**config.mk**
```make
export PLATFORM = sky130hd
export DESIGN_NAME = dpi_stream_feeder_flat
export DESIGN_NICKNAME = d
export VERILOG_FILES = /design/src/rtl/dpi_stream_feeder_if.sv /design/src/rtl/dpi_stream_feeder.sv /design/src/flat_wrapper.sv
export SDC_FILE = /design/constraint.sdc
export NUM_CORES = 2
export LEC_CHECK = 0
export ABC_AREA = 1
export CAP_MARGIN = 10
export CELL_PAD_IN_SITES_DETAIL_PLACEMENT = 1
export CELL_PAD_IN_SITES_GLOBAL_PLACEMENT = 1
export CORE_MARGIN = 4
export CORE_UTILIZATION = 52
export CTS_CLUSTER_SIZE = 8
export DETAILED_ROUTE_END_ITERATION = 8
export PLACE_DENSITY_LB_ADDON = 0.1
export SYNTH_ARGS = -nofsm -noshare
export SYNTH_HDL_FRONTEND = slang
export SYNTH_SLANG_ARGS = --single-unit
```
**constraint.sdc**
```tcl
create_clock -name clk -period 9.2 [get_ports clk]
set_input_delay 1.84 -clock clk [delete_from_list [all_inputs] [get_ports clk]]
set_output_delay 1.84 -clock clk [all_outputs]
set_load 0.005 [all_outputs]
```
**src/rtl/dpi_stream_feeder_if.sv**
```systemverilog
// Ingress handshake bundle for dpi_stream_feeder.
//   s_key / s_key_vld / s_key_rdy                 : one flow key per packet
//   s_data / s_data_vld / s_data_last / s_data_rdy : payload bytes, last marks end
// master = packet source, slave = feeder.
interface dpi_stream_feeder_if #(
    parameter int KEY_W = 32
) ();
    logic [KEY_W-1:0] s_key;
    logic             s_key_vld;
    logic             s_key_rdy;
    logic [7:0]       s_data;
    logic             s_data_vld;
    logic             s_data_last;
    logic             s_data_rdy;

    modport master (
        output s_key, s_key_vld, s_data, s_data_vld, s_data_last,
        input  s_key_rdy, s_data_rdy
    );

    modport slave (
        input  s_key, s_key_vld, s_data, s_data_vld, s_data_last,
        output s_key_rdy, s_data_rdy
    );
endinterface

```
**src/rtl/dpi_stream_feeder.sv**
```systemverilog
// dpi_stream_feeder: per-packet sequencer for the DPI matcher bank.
// Maps each packet's flow key to a 6-bit stream id via a 64-entry fully
// associative flow table (round-robin allocation/eviction), then emits the
// load_state -> gap -> char stream -> drain -> eop sequence for the matchers.
// Ports:
//   clk, rst_n          : clock, synchronous active-low reset
//   ing (slave)         : key and payload handshakes
//   cfg_en_*            : per-stream enable table write port
//   load_state, stream_id, new_stream_id, enable : per-packet matcher control
//   char_in, char_in_vld, eop                    : character stream and commit
//   pkt_count, miss_count                        : wrapping statistics
// All outputs are registered.
module dpi_stream_feeder #(
    parameter int KEY_W    = 32,
    parameter int LOAD_GAP = 2,
    parameter int DRAIN    = 4
) (
    input  logic                 clk,
    input  logic                 rst_n,
    dpi_stream_feeder_if.slave   ing,
    input  logic                 cfg_en_we,
    input  logic [5:0]           cfg_en_addr,
    input  logic                 cfg_en_data,
    output logic                 load_state,
    output logic [5:0]           stream_id,
    output logic                 new_stream_id,
    output logic                 enable,
    output logic [7:0]           char_in,
    output logic                 char_in_vld,
    output logic                 eop,
    output logic [15:0]          pkt_count,
    output logic [15:0]          miss_count
);

    localparam int NUM_FLOWS = 64;
    localparam logic [7:0] GAP_LAST   = 8'(LOAD_GAP - 1);
    localparam logic [7:0] DRAIN_LAST = 8'(DRAIN - 1);

    typedef enum logic [2:0] {
        S_IDLE, S_LOOKUP, S_LOAD, S_GAP, S_STREAM, S_DRAIN, S_EOP
    } state_e;

    state_e                 state_q, state_d;
    logic [KEY_W-1:0]       key_q, key_d;
    logic [7:0]             cnt_q, cnt_d;
    logic [5:0]             sid_q, sid_d;
    logic                   new_q, new_d;
    logic                   enable_q, enable_d;
    logic                   load_state_q, load_state_d;
    logic                   s_key_rdy_q, s_key_rdy_d;
    logic                   s_data_rdy_q, s_data_rdy_d;
    logic [7:0]             char_in_q, char_in_d;
    logic                   char_in_vld_q, char_in_vld_d;
    logic                   eop_q, eop_d;
    logic [15:0]            pkt_count_q, pkt_count_d;
    logic [15:0]            miss_count_q, miss_count_d;
    logic [5:0]             alloc_ptr_q, alloc_ptr_d;
    logic [NUM_FLOWS-1:0]   tbl_vld_q, tbl_vld_d;
    logic [NUM_FLOWS-1:0]   en_tbl_q, en_tbl_d;

    // Key storage needs no reset: an entry is only meaningful with its valid bit.
    logic [KEY_W-1:0]       key_tbl_q [NUM_FLOWS];
    logic                   tbl_we;

    logic                   hit;
    logic [5:0]             hit_idx;

    // Associative match of the latched key against every valid entry.
    always_comb begin
        hit     = 1'b0;
        hit_idx = '0;
        for (int i = 0; i < NUM_FLOWS; i++) begin
            if (!hit && tbl_vld_q[i] && key_tbl_q[i] == key_q) begin
                hit     = 1'b1;
                hit_idx = i[5:0];
            end
        end
    end

    always_comb begin
        state_d       = state_q;
        key_d         = key_q;
        cnt_d         = cnt_q;
        sid_d         = sid_q;
        new_d         = new_q;
        enable_d      = enable_q;
        load_state_d  = 1'b0;
        s_key_rdy_d   = s_key_rdy_q;
        s_data_rdy_d  = s_data_rdy_q;
        char_in_d     = char_in_q;
        char_in_vld_d = 1'b0;
        eop_d         = 1'b0;
        pkt_count_d   = pkt_count_q;
        miss_count_d  = miss_count_q;
        alloc_ptr_d   = alloc_ptr_q;
        tbl_vld_d     = tbl_vld_q;
        tbl_we        = 1'b0;

        // Config writes land immediately; the LOOKUP read below sees them too.
        en_tbl_d = en_tbl_q;
        if (cfg_en_we) en_tbl_d[cfg_en_addr] = cfg_en_data;

        case (state_q)
            S_IDLE: begin
                s_key_rdy_d = 1'b1;
                if (ing.s_key_vld && s_key_rdy_q) begin
                    key_d       = ing.s_key;
                    s_key_rdy_d = 1'b0;
                    state_d     = S_LOOKUP;
                end
            end
            S_LOOKUP: begin
                if (hit) begin
                    sid_d = hit_idx;
                    new_d = 1'b0;
                end else begin
                    // Miss: claim the round-robin slot, evicting whatever is there.
                    sid_d                  = alloc_ptr_q;
                    new_d                  = 1'b1;
                    tbl_we                 = 1'b1;
                    tbl_vld_d[alloc_ptr_q] = 1'b1;
                    alloc_ptr_d            = alloc_ptr_q + 6'd1;
                    miss_count_d           = miss_count_q + 16'd1;
                end
                enable_d     = en_tbl_d[sid_d];
                load_state_d = 1'b1;
                cnt_d        = '0;
                state_d      = S_LOAD;
            end
            S_LOAD, S_GAP: begin
                // Counted from the load_state cycle so the first byte is
                // accepted exactly LOAD_GAP cycles after it.
                if (cnt_q == GAP_LAST) begin
                    s_data_rdy_d = 1'b1;
                    state_d      = S_STREAM;
                end else begin
                    cnt_d   = cnt_q + 8'd1;
                    state_d = S_GAP;
                end
            end
            S_STREAM: begin
                if (ing.s_data_vld && s_data_rdy_q) begin
                    char_in_d     = ing.s_data;
                    char_in_vld_d = 1'b1;
                    if (ing.s_data_last) begin
                        s_data_rdy_d = 1'b0;
                        cnt_d        = '0;
                        state_d      = S_DRAIN;
                    end
                end
            end
            S_DRAIN: begin
                // First DRAIN cycle carries the last char_in_vld.
                if (cnt_q == DRAIN_LAST) begin
                    eop_d       = 1'b1;
                    pkt_count_d = pkt_count_q + 16'd1;
                    state_d     = S_EOP;
                end else begin
                    cnt_d = cnt_q + 8'd1;
                end
            end
            S_EOP: begin
                s_key_rdy_d = 1'b1;
                state_d     = S_IDLE;
            end
            default: state_d = S_IDLE;
        endcase
    end

    always_ff @(posedge clk) begin
        if (!rst_n) begin
            state_q       <= S_IDLE;
            key_q         <= '0;
            cnt_q         <= '0;
            sid_q         <= '0;
            new_q         <= 1'b0;
            enable_q      <= 1'b0;
            load_state_q  <= 1'b0;
            s_key_rdy_q   <= 1'b0;
            s_data_rdy_q  <= 1'b0;
            char_in_q     <= '0;
            char_in_vld_q <= 1'b0;
            eop_q         <= 1'b0;
            pkt_count_q   <= '0;
            miss_count_q  <= '0;
            alloc_ptr_q   <= '0;
            tbl_vld_q     <= '0;
            en_tbl_q      <= '1;
        end else begin
            state_q       <= state_d;
            key_q         <= key_d;
            cnt_q         <= cnt_d;
            sid_q         <= sid_d;
            new_q         <= new_d;
            enable_q      <= enable_d;
            load_state_q  <= load_state_d;
            s_key_rdy_q   <= s_key_rdy_d;
            s_data_rdy_q  <= s_data_rdy_d;
            char_in_q     <= char_in_d;
            char_in_vld_q <= char_in_vld_d;
            eop_q         <= eop_d;
            pkt_count_q   <= pkt_count_d;
            miss_count_q  <= miss_count_d;
            alloc_ptr_q   <= alloc_ptr_d;
            tbl_vld_q     <= tbl_vld_d;
            en_tbl_q      <= en_tbl_d;
        end
    end

    always_ff @(posedge clk) begin
        if (tbl_we) key_tbl_q[alloc_ptr_q] <= key_q;
    end

    assign ing.s_key_rdy  = s_key_rdy_q;
    assign ing.s_data_rdy = s_data_rdy_q;
    assign load_state     = load_state_q;
    assign stream_id      = sid_q;
    assign new_stream_id  = new_q;
    assign enable         = enable_q;
    assign char_in        = char_in_q;
    assign char_in_vld    = char_in_vld_q;
    assign eop            = eop_q;
    assign pkt_count      = pkt_count_q;
    assign miss_count     = miss_count_q;

endmodule

```
**src/flat_wrapper.sv**
```systemverilog
// flat-port wrapper written by rule: the top's interface ports become plain ports
module dpi_stream_feeder_flat 
#(
    parameter int KEY_W    = 32,
    parameter int LOAD_GAP = 2,
    parameter int DRAIN    = 4
)
  (clk, rst_n, cfg_en_we, cfg_en_addr, cfg_en_data, load_state, stream_id, new_stream_id, enable, char_in, char_in_vld, eop, pkt_count, miss_count, ing_s_key, ing_s_key_vld, ing_s_data, ing_s_data_vld, ing_s_data_last, ing_s_key_rdy, ing_s_data_rdy);
  dpi_stream_feeder_if #(.KEY_W(KEY_W)) ing_i ();
  input  logic clk;
  input  logic rst_n;
  input  logic cfg_en_we;
  input  logic [5:0] cfg_en_addr;
  input  logic cfg_en_data;
  output logic load_state;
  output logic [5:0] stream_id;
  output logic new_stream_id;
  output logic enable;
  output logic [7:0] char_in;
  output logic char_in_vld;
  output logic eop;
  output logic [15:0] pkt_count;
  output logic [15:0] miss_count;
  input wire logic [$bits(ing_i.s_key)-1:0] ing_s_key;
  input wire logic [$bits(ing_i.s_key_vld)-1:0] ing_s_key_vld;
  input wire logic [$bits(ing_i.s_data)-1:0] ing_s_data;
  input wire logic [$bits(ing_i.s_data_vld)-1:0] ing_s_data_vld;
  input wire logic [$bits(ing_i.s_data_last)-1:0] ing_s_data_last;
  output wire logic [$bits(ing_i.s_key_rdy)-1:0] ing_s_key_rdy;
  output wire logic [$bits(ing_i.s_data_rdy)-1:0] ing_s_data_rdy;
  assign ing_i.s_key = ing_s_key;
  assign ing_i.s_key_vld = ing_s_key_vld;
  assign ing_i.s_data = ing_s_data;
  assign ing_i.s_data_vld = ing_s_data_vld;
  assign ing_i.s_data_last = ing_s_data_last;
  assign ing_s_key_rdy = ing_i.s_key_rdy;
  assign ing_s_data_rdy = ing_i.s_data_rdy;
  dpi_stream_feeder #(.KEY_W(KEY_W), .LOAD_GAP(LOAD_GAP), .DRAIN(DRAIN)) u_core (.clk(clk), .rst_n(rst_n), .ing(ing_i), .cfg_en_we(cfg_en_we), .cfg_en_addr(cfg_en_addr), .cfg_en_data(cfg_en_data), .load_state(load_state), .stream_id(stream_id), .new_stream_id(new_stream_id), .enable(enable), .char_in(char_in), .char_in_vld(char_in_vld), .eop(eop), .pkt_count(pkt_count), .miss_count(miss_count));
endmodule
```
* Word level (Yosys, flattened, before mapping)
Memories as Yosys holds them, arrays and structs flattened. Index checks and enable logic that the tools add are counted.
Cells by class: $add $sub $neg 4, magnitude comparators 5, equality and inequality tests 79, muxes and demuxes 161, bitwise operators 2, reductions and logical operators 208
Operator list (number):
- 32-bit == test | 64
- 6-bit two-way mux | 34
- 1-bit logical AND | 131
- 5-bit two-way mux | 16
- 1-bit two-way mux | 79
- 64-bit bitwise mux | 1
- 64-bit two-way mux | 1
- 64-bit bitwise OR | 1
- 1-bit zero test | 63
- 16-bit by 1-bit adder with 16-bit output, second input constant | 2
- 4-bit two-way mux | 8
- 8-bit two-way mux | 4
- 8-bit case mux with 4 select lines | 1
- 3-bit two-way mux | 9
- 6-bit by 7-bit less-than comparator with 1-bit output, second input constant | 3
- 3-bit case mux with 5 select lines | 1
- 1-bit demux with 6-bit select | 2
- 6-bit by 1-bit greater-or-equal comparator with 1-bit output, second input constant | 2
- 2-bit AND reduction | 6
- 3-bit == test, second input constant | 3
- 8-bit by 1-bit adder with 8-bit output, second input constant | 1
- 8-bit by 1-bit == test with 1-bit output, second input constant | 1
- 8-bit by 2-bit == test with 1-bit output, second input constant | 1
- 2-bit by 1-bit inequality test with 1-bit output, second input constant | 4
- 14 further kinds | 21
Word-level totals: bits in registers 230, bits in writable memories 2048, bits of input ports 53, output and inout port bits 53, word-level logic and storage cells 477, memories kept 1
Memories:
- u_core.key_tbl_q | depth 64, bits a word 32, read ports 64, clocked after Yosys merged registers in 0, write ports 1, line dpi_stream_feeder.sv:62 | logic [KEY_W-1:0] key_tbl_q [NUM_FLOWS];

* Logic depth before layout (Yosys ltp)
An unclocked memory read counts as a cell.
word-level depth 260, gate-level depth with buffers 57, mapped depth without buffers 54

* Least setup slack after synthesis
No wires, ideal clock.
kind register -> register, start point register u_core.key_q[8], end point memory u_core.key_tbl_q[24][0] (enable), setup time 0.423 ns, arrival time 7.180 ns, data required time 8.777 ns, setup slack 1.597 ns, cell stages (with the launch flop) 43, path buffers 3, clock period less this slack 7.603 ns, cell sequence dfxtp_1 -> buf_4 -> inv_2 -> buf_4 -> o22ai_1 -> a21oi_1 -> and3_1 -> nand3_1 -> nand4_2 -> nor2_2 -> nand4_2 -> nor2_1 -> nand4_1 -> nor2_2 -> nand4_2 -> nor2_2 -> nand4_2 -> nor2_2 -> (+7 left out) -> nor2_2 -> nand4_2 -> nor2_2 -> nand4_2 -> nor2_2 -> nand4_2 -> nor2_2 -> nand4_2 -> nor2_2 -> nand4_2 -> nor2_4 -> nand4_4 -> nor2_4 -> nand2_4 -> clkbuf_1 -> nor2_1 -> inv_1 -> nor2_1
On the way: longest elaborated chain between the ends 259, elaborated cells between the ends (all ways) 322, classes of those cells eq/ne (64); mux (68); reduce/logical (190)
RTL lines:
- from (decl) | line dpi_stream_feeder.sv:44 | logic [KEY_W-1:0] key_q, key_d;
- from (signal assigned) | line dpi_stream_feeder.sv:191 | key_q <= key_d;
- 32-bit == test | line dpi_stream_feeder.sv:73 | if (!hit && tbl_vld_q[i] && key_tbl_q[i] == key_q) begin
- 1-bit logical AND | line dpi_stream_feeder.sv:73
- 1-bit two-way mux | line dpi_stream_feeder.sv:73
- 1-bit zero test | line dpi_stream_feeder.sv:73
- 1-bit logical AND (2 in series) | line dpi_stream_feeder.sv:73
- 1-bit two-way mux | line dpi_stream_feeder.sv:73
- 1-bit zero test | line dpi_stream_feeder.sv:73
- 1-bit logical AND (2 in series) | line dpi_stream_feeder.sv:73
- (+240 left out)
- 1-bit two-way mux | line dpi_stream_feeder.sv:73
- 1-bit zero test | line dpi_stream_feeder.sv:73
- 1-bit logical AND (2 in series) | line dpi_stream_feeder.sv:73
- 1-bit two-way mux (*) | line dpi_stream_feeder.sv:73
- 1-bit two-way mux (*) | line dpi_stream_feeder.sv:113 | if (hit) begin
- 1-bit two-way mux (*) | line dpi_stream_feeder.sv:103 | case (state_q)
- 1-bit two-way mux (*) | line dpi_stream_feeder.sv:211 | if (tbl_we) key_tbl_q[alloc_ptr_q] <= key_q;
- 1-bit two-way mux (implied by the code) (*) | line dpi_stream_feeder.sv:211
- to (decl) | line dpi_stream_feeder.sv:62
Every way passes the cells marked *; elsewhere a longest branch is shown, timed or not.

* Worst setup path after layout
start point register u_core.key_q[13], end point memory u_core.key_tbl_q[19][12] (enable)
The elaborated chain is that of the path after synthesis.

==> out/metrics.yaml <==
worst_setup_path:
  criticalPathCategory: "flip-flop to flip-flop"
  critPathMaxStageDelay_ns: 1.04
  rr_worst_depth: 40
  cp_common_cell: "nand4_2"
  required_ns: 9.75
  cp-end-kind: "flip-flop"
  arrival_ns: 9.32
  crit_buf_inv: 3
  worstSetupPathDepth: 40
  crit_fanout: 42
  crit_family: "simple AND/OR/NAND/NOR gates"
  crit_slowest_cell: "nor2_4"
  startpoint_type: "flip-flop"
die:
  die_h_um: 442
  dieArea_mm2: 0.195
  die_x_um: 442
  coreArea_mm2: 0.188
  pin_count: 106
  rows: 159
  start_util_pct: 52.2
placement:
  gp_congestion: 0.934
  dp_hpwl_mm: 225
  dpl.cell_count: 10600
  placed_area_mm2: 0.103
  portBuffers: 105
yosys:
  netlist_instances: 8105
  synth.distinct_cells: 66
  async_flop_share_pct: 0
  netlist.area_leader.share_pct: 62.8
  yosysSeqAreaShare_pct: 67.5
  yosysWarnings: 0
  ys_seq_elements: 2278
  syn_avg_cell_area_um2: 12.1
  dominantRegCellSynth: "edfxtp_1"
  ys_top_cells_by_area: "edfxtp_1, nand2_1, dfxtp_1, xnor2_1, o21ai_0"
  synth_area_mm2: 0.0980
  synth_edf_count: 2048
  yosysTopAreaCell: "edfxtp_1"
  syn-num-nets: 8163
grt:
  grt_pass1_vias: 76000
  grt_max_degree: 127
  track_usage_pct: 37.7
  top_usage_layer: "met2"
  globalRouteMet3Util_pct: 8.79
  grt_antenna_before_repair: 21
  grt_use_met1_pct: 48.4
  grt.overflow.total: 0
  grtUsageMet2_pct: 59.5
  grt_first_pass_wirelength_mm: 536
final_layout:
  final_cells: 11100
  area_growth_pct: 14.7
  nFillCells: 18500
  drive_above_1_share_pct: 10.7
  final_nets: 8466
  final_cell_area_mm2: 0.112
power_and_ir_drop:
  leakage_nw: 39.3
  p_per_area_mw_per_mm2: 232
  peakVddDrop_mv: 0.187
clocking:
  clock-root-buffer: "clkbuf_16"
  numCtsBuffers: 334
  clock_path_buffers: 4
  cts_max_level: 5
  clk_pin_slew_ns: 0.05
  cts-hold-fix-buffers: 0
  worstSkewPairLatency_ns: 0.99
  clock-sinks: 2278
  cts_tree: "done"
route:
  via_per_inst: 6.63
  postRouteAntennaNets: 0
  drtIter0Drc: 10000
  routedWlPerCell_um: 33.9
  wl_mm: 378
  drc: 0
  num_vias: 73900
  dr.pass1.iters: 6
sta:
  fin_setup_tns_ns: 0
  timing.slew.headroom_pct: 15.9
  fin_skew_ns: 0.0895
  setup_viol: 0
  finalHoldViolations: 0
  hold_slack_ns: 0.457
  tightest_slew_ns: 1.26
  drv_slew: 0
  max_freq_ghz: 0.114
  rsz0062_at_grt: "no"
  post-route-period-util_pct: 95.3
  period_needed_ns: 8.77
hold_path:
  holdPathStages: 2
  hp-class: "flip-flop to flip-flop"
run:
  maxCapViolations: 0
status:
  status: "completed"
-- cell usage after synthesis (5+ instances only) --
| library cell | count |
|---|---|
| nand4_1 | 162 |
| nor4_1 | 184 |
| mux2i_1 | 35 |
| dfxtp_1 | 230 |
| o21ai_0 | 612 |
| buf_6 | 17 |
| nand3b_1 | 21 |
| or4_1 | 44 |
| clkinv_1 | 5 |
| nor4b_1 | 15 |
| nor2_1 | 424 |
| nor2_2 | 15 |
| inv_2 | 32 |
| nor3_1 | 107 |
| a21oi_1 | 97 |
| o211ai_1 | 28 |
| buf_2 | 85 |
| a2111oi_0 | 18 |
| nor2_4 | 6 |
| ha_1 | 5 |
| nand4_2 | 18 |
| or2_2 | 106 |
| o21a_1 | 60 |
| xor2_1 | 136 |
| buf_1 | 82 |
| o21ai_1 | 22 |
| o2111a_1 | 12 |
| a22o_1 | 162 |
| a221oi_1 | 63 |
| clkbuf_1 | 200 |
| nand2_1 | 1420 |
| inv_1 | 421 |
| edfxtp_1 | 2048 |
| a21boi_0 | 7 |
| o221ai_1 | 14 |
| o22ai_1 | 285 |
| a211oi_1 | 57 |
| nand3_1 | 182 |
| xnor2_1 | 519 |
| and3_1 | 11 |
| a22oi_1 | 36 |
| o2111ai_1 | 28 |
| buf_4 | 31 |
-- final timing paths --
| check | start | to | slack, ns |
|---|---|---|---|
| setup / recovery | u_core.key_q[13] | u_core.key_tbl_q[19][12] | 0.43 |
| setup reg to reg | u_core.key_q[13] | u_core.key_tbl_q[19][12] | 0.43 |
| hold reg to reg | u_core.en_tbl_q[27] | u_core.en_tbl_q[27] | 0.46 |
| hold / removal | u_core.en_tbl_q[27] | u_core.en_tbl_q[27] | 0.46 |
-- worst min-delay path, delay by kind of cell, from the launching register on --
family / cells / cell delay [ns]
flops: 1 / 0.30
mux: 1 / 0.07
simple gates: 1 / 0.05
-- cells in the final DEF (no fill, tap or decap), types with 32 or more instances in the layout --
cell type and instances:
a21oi_1 97, nand4_1 162, mux2i_1 35, xnor2_1 519
dfxtp_4 32, nand2_1 1418, a221oi_1 63, nor2_1 362
nor3_1 104, a22oi_1 36, clkdlybuf4s50_1 103, buf_4 261
o21ai_0 612, or4_1 44, a211oi_1 57, o22ai_1 285
xor2_1 136, o21a_1 60, edfxtp_1 2048, a22o_1 162
inv_1 412, dfxtp_1 198, or2_2 106, nand3_1 181
clkbuf_16 340, nor4_1 183, clkbuf_1 221, nor2_2 55
-- logic make-up (layout without fill, tap and decap cells) --
group	count (synthesis)	after routing	synth area share, %
buffers and inverters	878	1410	3.73
multiplexers	35	35	0.357
AO/OA/AOI/OAI	1522	1522	9.87
other	0	4	0
XOR/XNOR	655	655	5.85
adder cells (fa/ha/maj)	5	5	0.0638
AND/OR/NAND/NOR	2732	2732	12.7
flip-flops	2278	2278	67.5
-- layout make-up --
type	count	area, um^2	share of cell area, %
repair buffers	382	3310	2.94
well taps	2495	3120	2.78
clock buffers	561	9340	8.31
flip-flops and latches	2278	66200	58.9
inverters	463	1820	1.62
multi-input cells	4949	28600	25.4
clock inverters	4	42.5	0.0378
diodes	4	10.0	0.00890
-- sequential cells by signal (all words and copies together), names as in the netlist, 3 cells and up --
register and cells:
u_core.stream_id 6, u_core.en_tbl_q 64, u_core.cnt_q 8, u_core.key_tbl_q 2048
u_core.tbl_vld_q 64, u_core.key_q 32, u_core.alloc_ptr_q 6, u_core.miss_count 16
u_core.state_q 3, u_core.pkt_count 16, u_core.char_in 8
-- power breakdown --
group | leakage, nW | internal (mW) | switching, mW
Clock | 4.47 | 6.81 | 4.47
Sequential | 20.7 | 11.5 | 0.153
Combinational | 14.1 | 0.714 | 2.39
-- metrics by stage --
stage	setup WS [ns]	utilization, %	total power, mW
final	0.431	59.9	26.1
after detailed placement	-0.0842	54.9	14.8
after global routing	0.0445	59.9	26.7
after global placement	0.138	54.9	14.8
after CTS	0.0557	59.9	26.0
after floorplan	1.60	-	13.3
-- routing by layer --
metal | up-vias | share of wire, %
li1 | 30200 | -
met1 | 37700 | 37
met2 | 4768 | 46
met3 | 1241 | 11
met4 | 12 | 6.3
met5 | - | 0.022
-- what timing repair did --
action	4_1_cts	5_1_grt
resized for setup	1	4
endpoints found under the setup margin	1	65
buffers inserted	0	2
pin swaps	0	1
gates cloned	0	0
Note: power is estimated with default switching activity, not from simulation.
